===== src/rtl/bcd_display_scan_ctrl_if.sv =====
// Handshake and display bus between the score logic, the scan controller and the board pins.
interface bcd_display_scan_ctrl_if #(
    parameter int VALUE_W = 8
);
    logic [VALUE_W-1:0] value;
    logic               load;
    logic               busy;
    logic               digits_valid;
    logic [6:0]         seg;
    logic [3:0]         an;

    modport master (
        output value, load,
        input  busy, digits_valid, seg, an
    );

    modport slave (
        input  value, load,
        output busy, digits_valid, seg, an
    );
endinterface


===== src/rtl/bcd_display_scan_ctrl.sv =====
// Multi-cycle double-dabble BCD converter feeding a four-digit, active-low,
// time-multiplexed seven-segment scan with optional leading-zero blanking.
module bcd_display_scan_ctrl #(
    parameter int VALUE_W     = 8,
    parameter int REFRESH_DIV = 50000,
    parameter bit BLANK_LZ    = 1'b1
) (
    input logic                    clk,
    input logic                    reset_n,
    bcd_display_scan_ctrl_if.slave bus
);
    localparam int CNT_W = $clog2(VALUE_W + 1);
    localparam int REF_W = (REFRESH_DIV > 2) ? $clog2(REFRESH_DIV) : 1;

    typedef enum logic [1:0] {
        S_IDLE,
        S_CONVERT,
        S_COMMIT
    } state_t;

    state_t             r_state;
    state_t             w_state_nxt;
    logic               w_load_acc;
    logic [CNT_W-1:0]   r_cnt;
    logic [VALUE_W-1:0] r_bin;
    logic [15:0]        r_bcd;
    logic [15:0]        w_bcd_adj;
    logic [15:0]        r_dig;
    logic               r_busy;
    logic               r_valid;
    logic [REF_W-1:0]   r_ref;
    logic [1:0]         r_idx;
    logic [6:0]         r_seg;
    logic [3:0]         r_an;

    logic [15:0]        w_dig;
    logic               w_valid;
    logic [3:0]         w_cur;
    logic               w_blank3;
    logic               w_blank2;
    logic               w_blank1;
    logic               w_blank_cur;
    logic [6:0]         w_seg_nxt;
    logic [3:0]         w_an_nxt;

    function automatic logic [15:0] add3(input logic [15:0] b);
        logic [15:0] r;
        r = b;
        for (int i = 0; i < 4; i++) begin
            if (b[4*i +: 4] >= 4'd5)
                r[4*i +: 4] = b[4*i +: 4] + 4'd3;
        end
        return r;
    endfunction

    function automatic logic [6:0] seg7(input logic [3:0] d);
        case (d)
            4'd0:    return 7'h40;
            4'd1:    return 7'h79;
            4'd2:    return 7'h24;
            4'd3:    return 7'h30;
            4'd4:    return 7'h19;
            4'd5:    return 7'h12;
            4'd6:    return 7'h02;
            4'd7:    return 7'h78;
            4'd8:    return 7'h00;
            4'd9:    return 7'h10;
            default: return 7'h7F;
        endcase
    endfunction

    always_comb begin
        w_state_nxt = r_state;
        w_load_acc  = 1'b0;
        case (r_state)
            S_IDLE: begin
                if (bus.load) begin
                    w_state_nxt = S_CONVERT;
                    w_load_acc  = 1'b1;
                end
            end
            S_CONVERT: begin
                if (r_cnt == CNT_W'(VALUE_W - 1))
                    w_state_nxt = S_COMMIT;
            end
            S_COMMIT: w_state_nxt = S_IDLE;
            default:  w_state_nxt = S_IDLE;
        endcase
    end

    assign w_bcd_adj = add3(r_bcd);

    // Conversion scratch is pure data; it is always reinitialised on an accepted load.
    always_ff @(posedge clk) begin
        if (w_load_acc) begin
            r_bin <= bus.value;
            r_bcd <= '0;
        end else if (r_state == S_CONVERT) begin
            {r_bcd, r_bin} <= {w_bcd_adj[14:0], r_bin, 1'b0};
        end
    end

    always_ff @(posedge clk or negedge reset_n) begin
        if (!reset_n) begin
            r_state <= S_IDLE;
            r_cnt   <= '0;
            r_busy  <= 1'b0;
            r_valid <= 1'b0;
            r_dig   <= '0;
        end else begin
            r_state <= w_state_nxt;
            r_busy  <= (w_state_nxt != S_IDLE);
            if (r_state == S_CONVERT)
                r_cnt <= r_cnt + 1'b1;
            else
                r_cnt <= '0;
            if (r_state == S_COMMIT) begin
                r_dig   <= r_bcd;
                r_valid <= 1'b1;
            end
        end
    end

    // The committing value is forwarded so new digits reach seg on the cycle after COMMIT.
    assign w_dig   = (r_state == S_COMMIT) ? r_bcd : r_dig;
    assign w_valid = r_valid | (r_state == S_COMMIT);
    assign w_cur   = w_dig[{r_idx, 2'b00} +: 4];

    assign w_blank3 = BLANK_LZ && (w_dig[15:12] == 4'd0);
    assign w_blank2 = w_blank3 && (w_dig[11:8] == 4'd0);
    assign w_blank1 = w_blank2 && (w_dig[7:4] == 4'd0);

    always_comb begin
        w_blank_cur = 1'b0;
        case (r_idx)
            2'd1:    w_blank_cur = w_blank1;
            2'd2:    w_blank_cur = w_blank2;
            2'd3:    w_blank_cur = w_blank3;
            default: w_blank_cur = 1'b0;
        endcase
        if (w_valid) begin
            w_an_nxt  = ~(4'b0001 << r_idx);
            w_seg_nxt = w_blank_cur ? 7'h7F : seg7(w_cur);
        end else begin
            w_an_nxt  = 4'hF;
            w_seg_nxt = 7'h7F;
        end
    end

    always_ff @(posedge clk or negedge reset_n) begin
        if (!reset_n) begin
            r_ref <= '0;
            r_idx <= 2'd0;
            r_seg <= 7'h7F;
            r_an  <= 4'hF;
        end else begin
            if (r_ref == REF_W'(REFRESH_DIV - 1)) begin
                r_ref <= '0;
                r_idx <= r_idx + 2'd1;
            end else begin
                r_ref <= r_ref + 1'b1;
            end
            r_seg <= w_seg_nxt;
            r_an  <= w_an_nxt;
        end
    end

    assign bus.busy         = r_busy;
    assign bus.digits_valid = r_valid;
    assign bus.seg          = r_seg;
    assign bus.an           = r_an;
endmodule

===== src/flat_wrapper.sv =====
// flat-port wrapper written by rule: the top's interface ports become plain ports
module bcd_display_scan_ctrl_flat 
#(
    parameter int VALUE_W     = 8,
    parameter int REFRESH_DIV = 50000,
    parameter bit BLANK_LZ    = 1'b1
)
  (clk, reset_n, bus_value, bus_load, bus_busy, bus_digits_valid, bus_seg, bus_an);
  bcd_display_scan_ctrl_if #(.VALUE_W(VALUE_W)) bus_i ();
  input logic clk;
  input logic reset_n;
  input wire logic [$bits(bus_i.value)-1:0] bus_value;
  input wire logic [$bits(bus_i.load)-1:0] bus_load;
  output wire logic [$bits(bus_i.busy)-1:0] bus_busy;
  output wire logic [$bits(bus_i.digits_valid)-1:0] bus_digits_valid;
  output wire logic [$bits(bus_i.seg)-1:0] bus_seg;
  output wire logic [$bits(bus_i.an)-1:0] bus_an;
  assign bus_i.value = bus_value;
  assign bus_i.load = bus_load;
  assign bus_busy = bus_i.busy;
  assign bus_digits_valid = bus_i.digits_valid;
  assign bus_seg = bus_i.seg;
  assign bus_an = bus_i.an;
  bcd_display_scan_ctrl #(.VALUE_W(VALUE_W), .REFRESH_DIV(REFRESH_DIV), .BLANK_LZ(BLANK_LZ)) u_core (.clk(clk), .reset_n(reset_n), .bus(bus_i));
endmodule

===== config.mk =====
export PLATFORM = sky130hd
export DESIGN_NAME = bcd_display_scan_ctrl_flat
export DESIGN_NICKNAME = d
export VERILOG_FILES = /design/src/rtl/bcd_display_scan_ctrl_if.sv /design/src/rtl/bcd_display_scan_ctrl.sv /design/src/flat_wrapper.sv
export SDC_FILE = /design/constraint.sdc
export NUM_CORES = 1
export LEC_CHECK = 0
export CAP_MARGIN = 20
export CORE_MARGIN = 3
export CORE_UTILIZATION = 45
export CTS_BUF_LIST = sky130_fd_sc_hd__clkbuf_2 sky130_fd_sc_hd__clkbuf_4 sky130_fd_sc_hd__clkbuf_8
export DETAILED_ROUTE_END_ITERATION = 7
export GPL_ROUTABILITY_DRIVEN = 0
export PLACE_DENSITY = 0.73
export SYNTH_ARGS = -nofsm -noshare
export SYNTH_HDL_FRONTEND = slang
export SYNTH_SLANG_ARGS = --single-unit

===== constraint.sdc =====
create_clock -name clk -period 6.5 [get_ports clk]
set_input_delay 0.975 -clock clk [delete_from_list [all_inputs] [get_ports clk]]
set_output_delay 0.975 -clock clk [all_outputs]
set_load 0.005 [all_outputs]

# ---- Word level (Yosys, flattened, before mapping)
# Memory sizes are Yosys's and may differ from the RTL's.
# Index checks and enable logic that the tools add are counted.
dict set report totals {
  ff_bits 77
  romBits 112
  input_bits 11
  out_inout_bits 13
  mem_count 1
}
dict set report op_classes {
  addsub 7
  n_lt_le_gt_ge 4
  n_eq_ne 7
  shift 2
  mux 18
  bitwise 2
  reduce_logical 8
}
# name depth width read_ports rd_ports_with_merged_regs write_ports line
set memory_table {}
lappend memory_table {{(no name shown)} 16 7 1 0 0 bcd_display_scan_ctrl.sv:57} ;# case (d)
# op count
set op_table {}
lappend op_table {{16-bit two-way mux} 2}
lappend op_table {{4-bit two-way mux} 5}
lappend op_table {{16-bit by 1-bit adder with 16-bit output (second input constant)} 1}
lappend op_table {{16-bit equality test (second input constant)} 1}
lappend op_table {{4-bit by 3-bit >= comparator with 1-bit output (second input constant)} 4}
lappend op_table {{8-bit two-way mux} 2}
lappend op_table {{16-bit by 5-bit indexed part select with 4-bit output} 1}
lappend op_table {{7-bit two-way mux} 2}
lappend op_table {{4-bit by 2-bit adder with 4-bit output (second input constant)} 3}
lappend op_table {{4-bit zero test} 3}
lappend op_table {{2-bit equality test (second input constant)} 3}
lappend op_table {{4-bit by 1-bit adder with 4-bit output (second input constant)} 1}
lappend op_table {{2-bit by 1-bit equality test with 1-bit output (second input constant)} 2}
lappend op_table {{4-bit by 3-bit equality test with 1-bit output (second input constant)} 1}
lappend op_table {{2-bit two-way mux} 2}
lappend op_table {{4-bit inverter} 1}
lappend op_table {{2-bit case mux with 2 select lines} 1}
lappend op_table {{2-bit nonzero test} 2}
lappend op_table {{1-bit by 2-bit left shift with 4-bit output (first input constant)} 1}
lappend op_table {{3-bit by 2-bit adder with 3-bit output (second input constant)} 1}
lappend op_table {{3-bit two-way mux} 1}
lappend op_table {{1-bit case mux with 3 select lines} 1}
lappend op_table {{2-bit by 1-bit adder with 2-bit output (second input constant)} 1}
lappend op_table {{1-bit logical AND} 2}
lappend op_table {{3 further kinds} 4}

# ---- Depth between registers and ports, before layout
dict set report depth {
  ltp_word 8
  ltp_mapped 10
  ltp_nobuf 9
}

# ---- Worst setup path before layout
# OpenSTA, ideal clock, no wires.
dict set report synth_timing {
  path_type {input-to-reg}
  startpoint {in bus_load}
  endpoint {reg u_core.r_bin[6], data pin}
  setup_ns 0.260
  arrival_ns 2.236
  required_time_ns 6.240
  setup_slack_ns 4.004
  stages 3
  n_path_buf 1
  cell_sequence {nor3b_1 clkbuf_1 mux2_2}
}
dict set report synth_via {
  elab_chain_len 3
}
# element line
set synth_rtl {}
lappend synth_rtl {{start: declaration} flat_wrapper.sv:13} ;# input wire logic [$bits(bus_i.load)-1:0] bus_load;
lappend synth_rtl {{1-bit two-way mux} bcd_display_scan_ctrl.sv:77} ;# if (bus.load) begin
lappend synth_rtl {{1-bit two-way mux} bcd_display_scan_ctrl.sv:75} ;# case (r_state)
lappend synth_rtl {{8-bit two-way mux} bcd_display_scan_ctrl.sv:95} ;# if (w_load_acc) begin
lappend synth_rtl {{end signal: assignment} bcd_display_scan_ctrl.sv:96} ;# r_bin <= bus.value;
lappend synth_rtl {{end signal: assignment} bcd_display_scan_ctrl.sv:99} ;# {r_bcd, r_bin} <= {w_bcd_adj[14:0], r_bin, 1'b0};
lappend synth_rtl {{end: declaration} bcd_display_scan_ctrl.sv:25} ;# logic [VALUE_W-1:0] r_bin;
# Every way passes these cells.
# A chain may end at the register's enable or synchronous reset.

# ---- Worst setup path in the final report
dict set report layout_timing {
  startpoint {reg u_core.r_state[0]}
  endpoint {reg u_core.r_seg[5], in the netlist u_core.bus.seg[5]}
}
dict set report layout_via {
  elab_chain_len 8
  word_cells_on_any_way 13
  classes_between {1 x eq/ne; 1 x shift; 4 x mux; 1 x bitwise; 5 x reduce/logical; 1 x memory}
}
# element line
set layout_rtl {}
lappend layout_rtl {{start: declaration} bcd_display_scan_ctrl.sv:21} ;# state_t r_state;
lappend layout_rtl {{start signal: assignment} bcd_display_scan_ctrl.sv:111} ;# r_state <= w_state_nxt;
lappend layout_rtl {{2-bit equality test *} {bcd_display_scan_ctrl.sv:125, bcd_display_scan_ctrl.sv:126}}
lappend layout_rtl {{branches (longest 6 deep; another with memory read 16 x 7 bit)} n/a}
lappend layout_rtl {{7-bit two-way mux *} bcd_display_scan_ctrl.sv:141} ;# if (w_valid) begin
lappend layout_rtl {{named net u_core.w_seg_nxt[5]} bcd_display_scan_ctrl.sv:43} ;# logic [6:0] w_seg_nxt;
lappend layout_rtl {{end signal: assignment} bcd_display_scan_ctrl.sv:163} ;# r_seg <= w_seg_nxt;
lappend layout_rtl {{end: declaration} bcd_display_scan_ctrl.sv:33} ;# logic [6:0] r_seg;
# Mark *: on every way through the listed nets, which the timed path passes.

==> summary.md <==
| Metric | Value |
|---|---|
| DRC errors left | 0 |
| Worst Tran Pin Value | 1.03 ns |
| Fin. Hold Viols | 0 |
| Final worst-path cycle share | 41.4% |
| Synth warn | 0 |
| Reg-to-reg slack, setup | 3.81 ns |
| Antenna violations before repair | 0 |
| Post-synthesis sequential area ratio | 51.4% |
| Net switching power | 0.548 mW |
| Final min period | 2.69 ns |
| Diode count | 0 |
| Die ar. | 0.00933 mm² |
| Synth-to-layout area growth | 13.3% |
| Placeable Area | 0.00785 mm² |
| Post-cts sizing count | 0 |
| Remaining Overflow, GRT | 0 |
| Drt pass-1 iters | 5 |
| Overall Global Routing Usage | 14.9% |
| Rows | 32 |
| Crit Path Max Fanout | 29 |
| Overall power | 1.63 mW |
| Post-synthesis adder-cell area fraction | 6.77% |
| Compound-Gate Fraction of Synth Area | 8.09% |
| Worst setup margin | 3.81 ns |
| Area of placed instances | 0.00402 mm² |
| CP arrival | 2.94 ns |
| MaxCap Viol Count | 0 |
| Maximum VDD drop | 0.122 mV |
| H-tree depth | 3 |
| Routed wire length | 6.60 mm |
| Layout Cells excl Fill | 473 |
| Max Freq | 0.372 GHz |
| Hpwl dp | 4.60 mm |
| # hold bufs at CTS | 0 |
| Placed Instances | 457 |
| Worst hold path type | flop to flop |
| Final Setup Violations | 0 |
| Largest net degree at the start of global routing | 54 |
| Net count, final | 397 |
| CTS clk-pin slew, worst paths | 0.08 ns |
| Mapped cell area | 0.00369 mm² |
| CTS Sinks | 77 |
| Status | finished clean |
| Post-Synth XOR/XNOR Area | 5.45% |
| Slew headroom | 31.3% |
| P_leak | 1.85 nW |
| CP Capture Type | flop |
| Ratio of cells with drive above 1 in the final layout | 17.0% |
| # fillers | 712 |
| Worst r2r src | u_core.r_state[0] |
| Commonest non-fill, non-tap cell in the layout | dfrtp_1 |
| Critical Path RT | 6.75 ns |
| Mux cell area share after synthesis | 11.4% |
| Pint | 1.08 mW |
| Chip height | 96.6 µm |
| R2R cell count | 8 |
| FF-to-FF End | u_core.bus.seg[5] |
| Clk_lat worst skew | 0.34 ns |
| Via Count | 2,501 |
| Distinct cell type count after synthesis | 41 |
| DR iter-0 viols | 85 |
| Vias in the first global route | 2,533 |
| Startpoint types | flop |
| Root buf cell | clkbuf_8 |
| Pre-CTS setup slack | 3.53 ns |
| Port bufs | 23 |
| Final setup TNS | 0 ns |
| Clock skew | 0.0102 ns |
| Syn_nets | 372 |
| Num ports | 24 |
| First-pass GRT wire length | 11.6 mm |
| Switching share of total power | 33.7% |
| Setup bufs post-CTS | 0 |
| Crit Path Category | flop to flop |
| Simple-gate share of the synthesized area | 13.4% |
| Beginning of the critical path | u_core.r_state[0] |
| Via-to-Cell Ratio | 5.29 |
| Power Density | 388 mW/mm² |
| Final Instance Area | 0.00419 mm² |
| Wire per inst | 14.0 µm |
| Post-Synthesis Cells | 341 |
| Initial Util | 47.1% |
| Logic pwr share | 34.6% |
| Average cell area after synthesis | 10.8 µm² |
| CTS tree | done |
| Antenna Violating Nets Remaining | 0 |
| Yosys reg bits | 77 |
| CTS buffer count | 9 |
| Die width | 96.6 µm |
| Hold Slack | 0.455 ns |
| Max clock buf depth | 2 |
| Unrepaired setup endpoints after global routing | no |
| Commonest cells after routing, fill and taps aside | dfrtp_1 (42), nor2_1 (37), nand2_1 (23), clkdlybuf4s50_1 (22) |
| Final slew viol count | 0 |
| End of the critical path | u_core.bus.seg[5] |
| Combinational family with the most area after synthesis | simple AND/OR/NAND/NOR gates |
| Final Util | 53.3% |
| Sequential fraction of design power | 45.7% |
| Power share of the clock group | 19.7% |
-- cell usage after synthesis, drive strengths merged --
library cell	instances	area (µm²)
dfstp	11	289
mux4	5	113
nand3	9	45.0
nor3	8	40.0
or2	2	12.5
ha	20	250
and2	3	20.0
o21ai	23	115
o22ai	4	25.0
or4	1	7.51
nand4	7	43.8
a21oi	20	104
o41ai	1	8.76
nor4	3	18.8
a2bb2oi	3	32.5
buf	4	26.3
mux2	21	240
a31oi	1	6.26
nor2b	2	12.5
nand2b	7	51.3
nand2	23	86.3
dfrtp	42	1050
edfxtp	8	240
nor2	37	139
nor3b	1	7.51
mux2i	7	70.1
clkbuf	7	26.3
and3	1	6.26
dfxtp	16	320
a21boi	1	7.51
xnor2	13	114
inv	19	71.3
or3	1	6.26
xor2	10	87.6
-- kinds of logic (layout without fill, tap and decap cells) --
family          count (synthesis)  after routing
mux                            33             33
flops                          77             77
xor+xnor                       23             23
buf+inv                        30             60
compound gates                 53             53
fa+ha+maj                      20             20
simple gates                  105            105
-- power by group through the flow --
stage	clock network [mW]	registers (mW)	logic (mW)
after floorplan	0	0.722	0.421
after detailed placement	0	0.753	0.564
after global placement	0	0.746	0.541
after global routing	0.349	0.761	0.638
final	0.321	0.743	0.562
after CTS	0.330	0.744	0.567
-- sequential cells by signal, summed over array words and instances, names as in the netlist, 2 cells and up --
signal / flops
u_core.bus.an: 4
u_core.bus.seg: 7
u_core.r_bcd: 16
u_core.r_bin: 8
u_core.r_cnt: 4
u_core.r_dig: 16
u_core.r_idx: 2
u_core.r_ref: 16
u_core.r_state: 2
-- critical path, cell delays in order, from the launching register on --
cell and delay, ns:
dfrtp_1 0.41, nand2b_4 0.37, mux4_2 0.38, mux2i_1 0.51
inv_1 0.17, ha_1 0.25, or2_2 0.29, a21oi_1 0.15
o21ai_1 0.07
-- how the worst min path moves through the flow --
stage,startpoint,end,slack (ns),depth (start not counted)
floorplan,u_core.r_bin[7],u_core.r_bcd[0],0.42,2
global placement,u_core.r_bin[7],u_core.r_bcd[0],0.43,2
detailed placement,u_core.r_bin[7],u_core.r_bcd[0],0.44,2
CTS,u_core.r_bin[7],u_core.r_bcd[0],0.46,2
global route,u_core.r_ref[0],u_core.r_ref[0],0.48,1
finish,u_core.r_bin[7],u_core.r_bcd[0],0.45,2
-- layout make-up --
class	count	area (µm²)	area share [%]
clock buffer	14	161	3.86
clock inverter	2	10.0	0.239
sequential	77	1900	45.4
inverter	19	71.3	1.70
multi-input combinational	234	1680	40.0
timing repair buffer	25	240	5.74
tap	102	128	3.05
-- per-layer routing --
| metal | up-vias | share of wire, % | track usage (%) |
|---|---|---|---|
| li1 | 1224 | - | - |
| met1 | 1249 | 46 | 18.7 |
| met2 | 18 | 50 | 25.3 |
| met3 | 10 | 1.8 | 2.81 |
| met4 | 0 | 2.0 | 5.83 |
| met5 | - | 0 | 0 |
Power figures use the tool's default switching activity.
